## src/rtl/sc_life_pkg.sv

```systemverilog
// sc_life_pkg: shared state codes, widths and default timing constants for the game-flow controller
package sc_life_pkg;
  localparam int STATEWIDTH = 3;
  typedef enum logic [STATEWIDTH-1:0] {
    ST_IDLE     = 3'd0,
    ST_PLAY     = 3'd1,
    ST_HIT      = 3'd2,
    ST_DYING    = 3'd3,
    ST_RESPAWN  = 3'd4,
    ST_GAMEOVER = 3'd5,
    ST_NEWGAME  = 3'd6
  } state_e;
  localparam logic [1:0] LIVES_FULL = 2'b11;
  localparam int unsigned TICKWIDTH_DEF   = 26;
  localparam int unsigned DEATH_TICKS_DEF = 50000000;
  localparam int unsigned GRACE_TICKS_DEF = 25000000;
  function automatic logic is_frozen(state_e s);
    return s inside {ST_IDLE, ST_HIT, ST_DYING, ST_NEWGAME, ST_GAMEOVER};
  endfunction
endpackage

```

## src/rtl/sc_life_controller_if.sv

```systemverilog
// sc_life_controller_if: detector/life-counter inputs and game-flow outputs of the life controller
interface sc_life_controller_if #(
  parameter int DATAWIDTH_2 = 2
);
  logic                   SC_LIFE_CONTROLLER_START_InLow;
  logic                   SC_LIFE_CONTROLLER_COLLISION_InHigh;
  logic                   SC_LIFE_CONTROLLER_GOAL_InHigh;
  logic [DATAWIDTH_2-1:0] SC_LIFE_CONTROLLER_LIVES_InBUS;
  logic                   SC_LIFE_CONTROLLER_CUENTA_OutLow;
  logic                   SC_LIFE_CONTROLLER_RESETLIVES_OutHigh;
  logic                   SC_LIFE_CONTROLLER_RESPAWN_OutHigh;
  logic                   SC_LIFE_CONTROLLER_FREEZE_OutHigh;
  logic                   SC_LIFE_CONTROLLER_GAMEOVER_OutHigh;
  logic [2:0]             SC_LIFE_CONTROLLER_STATE_OutBUS;
  modport master (
    output SC_LIFE_CONTROLLER_START_InLow, SC_LIFE_CONTROLLER_COLLISION_InHigh,
           SC_LIFE_CONTROLLER_GOAL_InHigh, SC_LIFE_CONTROLLER_LIVES_InBUS,
    input  SC_LIFE_CONTROLLER_CUENTA_OutLow, SC_LIFE_CONTROLLER_RESETLIVES_OutHigh,
           SC_LIFE_CONTROLLER_RESPAWN_OutHigh, SC_LIFE_CONTROLLER_FREEZE_OutHigh,
           SC_LIFE_CONTROLLER_GAMEOVER_OutHigh, SC_LIFE_CONTROLLER_STATE_OutBUS
  );
  modport slave (
    input  SC_LIFE_CONTROLLER_START_InLow, SC_LIFE_CONTROLLER_COLLISION_InHigh,
           SC_LIFE_CONTROLLER_GOAL_InHigh, SC_LIFE_CONTROLLER_LIVES_InBUS,
    output SC_LIFE_CONTROLLER_CUENTA_OutLow, SC_LIFE_CONTROLLER_RESETLIVES_OutHigh,
           SC_LIFE_CONTROLLER_RESPAWN_OutHigh, SC_LIFE_CONTROLLER_FREEZE_OutHigh,
           SC_LIFE_CONTROLLER_GAMEOVER_OutHigh, SC_LIFE_CONTROLLER_STATE_OutBUS
  );
endinterface

```

## src/rtl/sc_tick_timer.sv

```systemverilog
// sc_tick_timer: loadable down-counter that stops at zero; load has priority over counting
module sc_tick_timer #(
  parameter int TICKWIDTH = 26
) (
  input  logic                 clk,
  input  logic                 rst,
  input  logic                 load_i,
  input  logic                 en_i,
  input  logic [TICKWIDTH-1:0] load_val_i,
  output logic                 zero_o
);
  logic [TICKWIDTH-1:0] count_q, count_d;
  always_comb count_d = load_i ? load_val_i :
                        (en_i && count_q != '0) ? count_q - TICKWIDTH'(1) : count_q;
  always_ff @(posedge clk) count_q <= rst ? '0 : count_d;
  assign zero_o = (count_q == '0);
endmodule

```

## src/rtl/sc_life_controller.sv

```systemverilog
// sc_life_controller: Frogger game-flow FSM turning collisions into single life-decrement strobes
module sc_life_controller
  import sc_life_pkg::*;
#(
  parameter int          DATAWIDTH_2 = 2,
  parameter int          TICKWIDTH   = TICKWIDTH_DEF,
  parameter int unsigned DEATH_TICKS = DEATH_TICKS_DEF,
  parameter int unsigned GRACE_TICKS = GRACE_TICKS_DEF
) (
  input  logic                 SC_LIFE_CONTROLLER_CLOCK_50,
  input  logic                 SC_LIFE_CONTROLLER_RESET_InHigh,
  sc_life_controller_if.slave  bus
);
  state_e               state_q, state_d;
  logic                 prev_start_q, prev_start_d;
  logic                 start_edge, zero, grace, lives_zero, tmr_load, tmr_en;
  logic [TICKWIDTH-1:0] tmr_val;
  assign prev_start_d = bus.SC_LIFE_CONTROLLER_START_InLow;
  assign start_edge   = prev_start_q & ~bus.SC_LIFE_CONTROLLER_START_InLow;
  assign grace        = ~zero;
  assign lives_zero   = (bus.SC_LIFE_CONTROLLER_LIVES_InBUS == '0);
  // one timer serves both the grace window (PLAY) and the death delay (DYING)
  assign tmr_load = (state_q == ST_HIT) || (state_q == ST_RESPAWN);
  assign tmr_en   = (state_q == ST_PLAY) || (state_q == ST_DYING);
  assign tmr_val  = (state_q == ST_HIT) ? TICKWIDTH'(DEATH_TICKS - 1) : TICKWIDTH'(GRACE_TICKS);
  sc_tick_timer #(.TICKWIDTH(TICKWIDTH)) u_timer (
    .clk        (SC_LIFE_CONTROLLER_CLOCK_50),
    .rst        (SC_LIFE_CONTROLLER_RESET_InHigh),
    .load_i     (tmr_load),
    .en_i       (tmr_en),
    .load_val_i (tmr_val),
    .zero_o     (zero)
  );
  always_comb begin
    state_d = ST_IDLE;
    case (state_q)
      ST_IDLE, ST_GAMEOVER: state_d = start_edge ? ST_NEWGAME : state_q;
      ST_NEWGAME:           state_d = ST_RESPAWN;
      ST_RESPAWN:           state_d = ST_PLAY;
      ST_PLAY:              state_d = (bus.SC_LIFE_CONTROLLER_COLLISION_InHigh && !grace) ? ST_HIT :
                                      bus.SC_LIFE_CONTROLLER_GOAL_InHigh ? ST_RESPAWN : ST_PLAY;
      ST_HIT:               state_d = ST_DYING;
      ST_DYING:             state_d = !zero ? ST_DYING : lives_zero ? ST_GAMEOVER : ST_RESPAWN;
      default:              state_d = ST_IDLE;
    endcase
  end
  always_ff @(posedge SC_LIFE_CONTROLLER_CLOCK_50) begin
    if (SC_LIFE_CONTROLLER_RESET_InHigh) begin
      state_q      <= ST_IDLE;
      prev_start_q <= 1'b1;
    end else begin
      state_q      <= state_d;
      prev_start_q <= prev_start_d;
    end
  end
  // strobe is withheld at zero lives so the external counter cannot wrap to 3
  assign bus.SC_LIFE_CONTROLLER_CUENTA_OutLow      = ~((state_q == ST_HIT) && !lives_zero);
  assign bus.SC_LIFE_CONTROLLER_RESETLIVES_OutHigh = (state_q == ST_NEWGAME);
  assign bus.SC_LIFE_CONTROLLER_RESPAWN_OutHigh    = (state_q == ST_RESPAWN);
  assign bus.SC_LIFE_CONTROLLER_FREEZE_OutHigh     = is_frozen(state_q);
  assign bus.SC_LIFE_CONTROLLER_GAMEOVER_OutHigh   = (state_q == ST_GAMEOVER);
  assign bus.SC_LIFE_CONTROLLER_STATE_OutBUS       = state_q;
endmodule
```

## src/flat_wrapper.sv

```systemverilog
// flat-port wrapper written by rule: the top's interface ports become plain ports
module sc_life_controller_flat import sc_life_pkg::*;
#(
  parameter int          DATAWIDTH_2 = 2,
  parameter int          TICKWIDTH   = TICKWIDTH_DEF,
  parameter int unsigned DEATH_TICKS = DEATH_TICKS_DEF,
  parameter int unsigned GRACE_TICKS = GRACE_TICKS_DEF
)
  (SC_LIFE_CONTROLLER_CLOCK_50, SC_LIFE_CONTROLLER_RESET_InHigh, bus_SC_LIFE_CONTROLLER_START_InLow, bus_SC_LIFE_CONTROLLER_COLLISION_InHigh, bus_SC_LIFE_CONTROLLER_GOAL_InHigh, bus_SC_LIFE_CONTROLLER_LIVES_InBUS, bus_SC_LIFE_CONTROLLER_CUENTA_OutLow, bus_SC_LIFE_CONTROLLER_RESETLIVES_OutHigh, bus_SC_LIFE_CONTROLLER_RESPAWN_OutHigh, bus_SC_LIFE_CONTROLLER_FREEZE_OutHigh, bus_SC_LIFE_CONTROLLER_GAMEOVER_OutHigh, bus_SC_LIFE_CONTROLLER_STATE_OutBUS);
  sc_life_controller_if #(.DATAWIDTH_2(DATAWIDTH_2)) bus_i ();
  input  logic SC_LIFE_CONTROLLER_CLOCK_50;
  input  logic SC_LIFE_CONTROLLER_RESET_InHigh;
  input wire logic [$bits(bus_i.SC_LIFE_CONTROLLER_START_InLow)-1:0] bus_SC_LIFE_CONTROLLER_START_InLow;
  input wire logic [$bits(bus_i.SC_LIFE_CONTROLLER_COLLISION_InHigh)-1:0] bus_SC_LIFE_CONTROLLER_COLLISION_InHigh;
  input wire logic [$bits(bus_i.SC_LIFE_CONTROLLER_GOAL_InHigh)-1:0] bus_SC_LIFE_CONTROLLER_GOAL_InHigh;
  input wire logic [$bits(bus_i.SC_LIFE_CONTROLLER_LIVES_InBUS)-1:0] bus_SC_LIFE_CONTROLLER_LIVES_InBUS;
  output wire logic [$bits(bus_i.SC_LIFE_CONTROLLER_CUENTA_OutLow)-1:0] bus_SC_LIFE_CONTROLLER_CUENTA_OutLow;
  output wire logic [$bits(bus_i.SC_LIFE_CONTROLLER_RESETLIVES_OutHigh)-1:0] bus_SC_LIFE_CONTROLLER_RESETLIVES_OutHigh;
  output wire logic [$bits(bus_i.SC_LIFE_CONTROLLER_RESPAWN_OutHigh)-1:0] bus_SC_LIFE_CONTROLLER_RESPAWN_OutHigh;
  output wire logic [$bits(bus_i.SC_LIFE_CONTROLLER_FREEZE_OutHigh)-1:0] bus_SC_LIFE_CONTROLLER_FREEZE_OutHigh;
  output wire logic [$bits(bus_i.SC_LIFE_CONTROLLER_GAMEOVER_OutHigh)-1:0] bus_SC_LIFE_CONTROLLER_GAMEOVER_OutHigh;
  output wire logic [$bits(bus_i.SC_LIFE_CONTROLLER_STATE_OutBUS)-1:0] bus_SC_LIFE_CONTROLLER_STATE_OutBUS;
  assign bus_i.SC_LIFE_CONTROLLER_START_InLow = bus_SC_LIFE_CONTROLLER_START_InLow;
  assign bus_i.SC_LIFE_CONTROLLER_COLLISION_InHigh = bus_SC_LIFE_CONTROLLER_COLLISION_InHigh;
  assign bus_i.SC_LIFE_CONTROLLER_GOAL_InHigh = bus_SC_LIFE_CONTROLLER_GOAL_InHigh;
  assign bus_i.SC_LIFE_CONTROLLER_LIVES_InBUS = bus_SC_LIFE_CONTROLLER_LIVES_InBUS;
  assign bus_SC_LIFE_CONTROLLER_CUENTA_OutLow = bus_i.SC_LIFE_CONTROLLER_CUENTA_OutLow;
  assign bus_SC_LIFE_CONTROLLER_RESETLIVES_OutHigh = bus_i.SC_LIFE_CONTROLLER_RESETLIVES_OutHigh;
  assign bus_SC_LIFE_CONTROLLER_RESPAWN_OutHigh = bus_i.SC_LIFE_CONTROLLER_RESPAWN_OutHigh;
  assign bus_SC_LIFE_CONTROLLER_FREEZE_OutHigh = bus_i.SC_LIFE_CONTROLLER_FREEZE_OutHigh;
  assign bus_SC_LIFE_CONTROLLER_GAMEOVER_OutHigh = bus_i.SC_LIFE_CONTROLLER_GAMEOVER_OutHigh;
  assign bus_SC_LIFE_CONTROLLER_STATE_OutBUS = bus_i.SC_LIFE_CONTROLLER_STATE_OutBUS;
  sc_life_controller #(.DATAWIDTH_2(DATAWIDTH_2), .TICKWIDTH(TICKWIDTH), .DEATH_TICKS(DEATH_TICKS), .GRACE_TICKS(GRACE_TICKS)) u_core (.SC_LIFE_CONTROLLER_CLOCK_50(SC_LIFE_CONTROLLER_CLOCK_50), .SC_LIFE_CONTROLLER_RESET_InHigh(SC_LIFE_CONTROLLER_RESET_InHigh), .bus(bus_i));
endmodule
```

## config.mk

```make
export PLATFORM = sky130hd
export DESIGN_NAME = sc_life_controller_flat
export DESIGN_NICKNAME = d
export VERILOG_FILES = /design/src/rtl/sc_life_pkg.sv /design/src/rtl/sc_life_controller_if.sv /design/src/rtl/sc_tick_timer.sv /design/src/rtl/sc_life_controller.sv /design/src/flat_wrapper.sv
export SDC_FILE = /design/constraint.sdc
export NUM_CORES = 1
export LEC_CHECK = 0
export CORE_ASPECT_RATIO = 0.7
export CORE_UTILIZATION = 31
export DETAILED_ROUTE_END_ITERATION = 7
export GPL_ROUTABILITY_DRIVEN = 0
export GPL_TIMING_DRIVEN = 0
export SLEW_MARGIN = 5
export SYNTH_ARGS = -nofsm -noshare
export SYNTH_HDL_FRONTEND = slang
export SYNTH_HIERARCHICAL = 1
export SYNTH_SLANG_ARGS = --single-unit
```

## constraint.sdc

```tcl
create_clock -name SC_LIFE_CONTROLLER_CLOCK_50 -period 7.15 [get_ports SC_LIFE_CONTROLLER_CLOCK_50]
set_clock_uncertainty 0.1 [all_clocks]
set_input_delay 1.7875 -clock SC_LIFE_CONTROLLER_CLOCK_50 [delete_from_list [all_inputs] [get_ports SC_LIFE_CONTROLLER_CLOCK_50]]
set_output_delay 1.7875 -clock SC_LIFE_CONTROLLER_CLOCK_50 [all_outputs]
set_load 0.03 [all_outputs]
```

==> results.md <==
* Routed len/inst at 14.4 um
* Worst-Margin Slew at 0.630 ns
* CP bufs+invs at 2
* Post-CTS Setup Bufs at 0
* Clock power share at 11.9%
* Iter 0 DRT Violations at 59
* Vias per Instance at 5.17
* Initial antenna violation count at 0
* ANT cells at 0
* Tot GR Track Use at 15.8%
* Synth-to-Final Area Change at 17.6%
* Unrepaired setup endpoints after global routing: no
* Static leakage at 0.798 nW
* Min-delay src: u_core/u_timer/count_q[20]
* Post-synth ARST share at 0%
* Die Width at 97.9 um
* TNS Setup at 0 ns
* Origin of the worst setup path: bus_SC_LIFE_CONTROLLER_LIVES_InBUS[1]
* CP dominant cell by count: clkdlybuf4s50_1
* Cell family with most CP delay: buffers and inverters
* Placed inst area at 2270 um^2
* Post-DP HPWL at 3660 um
* Pwr Density at 468 nW/um^2
* Crit path required time at 5.26 ns
* Vias at 1785
* Pint at 0.557 mW
* Maximum clock rate at 196 MHz
* Yosys cell types at 55
* Num CTS Buffers at 5
* Die Area at 6760 um^2
* Root buffer cell: clkbuf_8
* Hold Vio Cnt, Final at 0
* Core Area at 6220 um^2
* Cell Chain, Critical Path: clkdlybuf4s50_1 > or2_2 > nand2_1 > clkdlybuf4s50_1
* Final Core Density at 37.7%
* IO Port Bufs at 14
* Crit path max-delay cell type: clkdlybuf4s50_1
* Max-capacitance violation count at 0
* Maximum vdd drop at 0.000203 V
* Hold WS at 0.480 ns
* DIE HEIGHT at 69.1 um
* Core Rows at 24
* R2R Path Start: u_core/bus.SC_LIFE_CONTROLLER_STATE_OutBUS[2]
* Routed Antenna Nets at 0
* Final slew viol count at 0
* Min cycle time layout at 5.10 ns
* First-pass GRT wire length at 8270 um
* CTS Hold Bufs at 0
* Switching share of power at 49.2%
* Worst Setup Start Kind: input pin
* CTS Sinks at 30
* Number of setup violations in the final report at 0
* DR DRC count at 0
* Post-synthesis area per instance at 8.45 um^2
* Clock Tree Buf Depth at 2
* Number of flops mapped to enable cells by yosys at 0
* Grt total ovfl at 0
* Post-Syn Area at 1990 um^2
* Final worst-path cycle share at 71.3%
* Setup CP Type: input pin to output pin
* Vias in the first global route at 1625
* Number of H-tree levels at 2
* Net switching power at 0.540 mW
* Critical path arrival at 3.21 ns
* Routed WL at 4970 um
* Starting Density at 32.1%
* TritonCTS clock tree: done
* Flip-flop and latch count after synthesis at 30
* Max stage delay on crit path at 0.67 ns
* Critical Path Fanout Max at 2
* Yosys warnings at 6
* Combinational Power Share at 62.0%
* Hold Crit Class: register to register
* Share of power burned in registers at 26.1%
* Outcome: completed
* Largest net degree at the start of global routing at 13
* Layout Nets at 275
* Post-Synthesis Cells at 236
* Drt first pass iters at 4
* Finished Cell Area at 2350 um^2
* Crit. End Element: output pin
* Slew Limit Headroom at 57.6%
* IO Count at 15
* Layout cells sized above 1 at 11.6%
* Primary FF master, synth: dfxtp_1
* Later-pin clock latency in the skew report at 0.28 ns
* Post-CTS Resized at 0
* Clock Pin Slew Worst Setup and Hold Paths at 0.07 ns
* Post-synthesis sequential area ratio at 30.1%
==> worst min-delay path: cells and delay by family, from the launching register on <==
kind | cells | cell delay [ns]
AO/OA/AOI/OAI | 1 | 0.06
XOR/XNOR | 1 | 0.12
flip-flops | 1 | 0.35
==> synthesized netlist by cell type, drive strengths merged, types with 2 or more instances <==
cell	instances	share of area, %
nor4	6	2.6
clkbuf	9	1.7
dfxtp	30	30
a2111oi	7	4.5
a31oi	2	0.63
nand2	12	2.3
inv	16	3.0
buf	6	2.8
nor3	11	3.3
o21a	2	0.75
conb	2	0.38
or2	5	1.6
and4	7	3.2
a21boi	3	1.1
nor3b	2	1.3
xnor2	13	5.7
nor2	27	5.1
or3	2	0.88
xor2	4	1.8
nand3	5	1.3
o31a	2	0.88
a21oi	10	2.5
o211ai	2	0.75
nand2b	3	1.3
nand4	3	0.94
nor2b	2	0.63
and2	2	0.63
a211oi	28	12
o21ai	2	0.50
nand4b	2	1.6
==> layout make-up <==
cell class,instances,area (um^2)
Multi-Input combinational cell,185,1280
Tap cell,78,97.6
Buffer,15,90.1
Inverter,16,60.1
Fill cell,634,3870
Sequential cell,30,601
Clock buffer,7,76.3
Timing Repair Buffer,14,140
==> power by group through the flow <==
| stage | clock network [mW] | registers (mW) | logic [mW] |
|---|---|---|---|
| global placement | 0 | 0.288 | 0.666 |
| floorplan | 0 | 0.292 | 0.502 |
| detailed placement | 0 | 0.288 | 0.675 |
| global route | 0.145 | 0.295 | 0.750 |
| CTS | 0.136 | 0.286 | 0.677 |
| finish | 0.130 | 0.286 | 0.681 |
==> metrics by stage <==
| stage | power, mW | worst slack (ns) | cells |
|---|---|---|---|
| 2_1_floorplan | 0.794 | 2.96 | 246 |
| 3_3_place_gp | 0.954 | 2.05 | 338 |
| 3_5_place_dp | 0.963 | 2.05 | 338 |
| 4_1_cts | 1.10 | 2.05 | 345 |
| 5_1_grt | 1.19 | 1.98 | 345 |
| 6_report | 1.10 | 2.05 | 345 |
==> cells by family (layout without fill, tap and decap cells) <==
| family | Yosys count | count (layout) | share of synthesized area (%) |
|---|---|---|---|
| and+or+nand+nor | 91 | 91 | 27.7 |
| AOI/OAI and AO/OA | 63 | 63 | 25.7 |
| buffers and inverters | 31 | 52 | 7.53 |
| DFF | 30 | 30 | 30.1 |
| xor gates and xnor gates | 17 | 17 | 7.47 |
| other | 2 | 12 | 0.377 |
| adders and majority gates | 1 | 1 | 0.627 |
| muxes | 1 | 1 | 0.502 |
==> sequential cells by signal, summed over array words and instances (netlist names) <==
register / flops
u_core/u_timer/count_q: 26
u_core/bus.SC_LIFE_CONTROLLER_STATE_OutBUS: 3
u_core/prev_start_q: 1
==> cell usage in the layout (no fill, tap or decap), types with 10 or more instances in the layout <==
cell and instances:
nand2_1 12, dfxtp_1 30, conb_1 12, a211oi_1 24
xnor2_1 13, clkdlybuf4s50_1 14, inv_1 15, clkbuf_1 11
nor2_1 27, a21oi_1 10, nor3_1 10
==> layer usage <==
| metal | track usage [%] | part of all wire [%] |
|---|---|---|
| met5 | 0 | 0 |
| met4 | 5.05 | 0.83 |
| met3 | 3.65 | 4.0 |
| met2 | 19.5 | 39 |
| met1 | 25.5 | 57 |
==> worst paths after layout <==
check | end | slack, ns | cells after the start
max | bus_SC_LIFE_CONTROLLER_CUENTA_OutLow | 2.05 | 4
min | u_core/u_timer/count_q[20] | 0.48 | 2
max reg2reg | u_core/u_timer/count_q[14] | 4.04 | 11
min reg2reg | u_core/u_timer/count_q[20] | 0.48 | 2
Power figures use the tool's default switching activity.
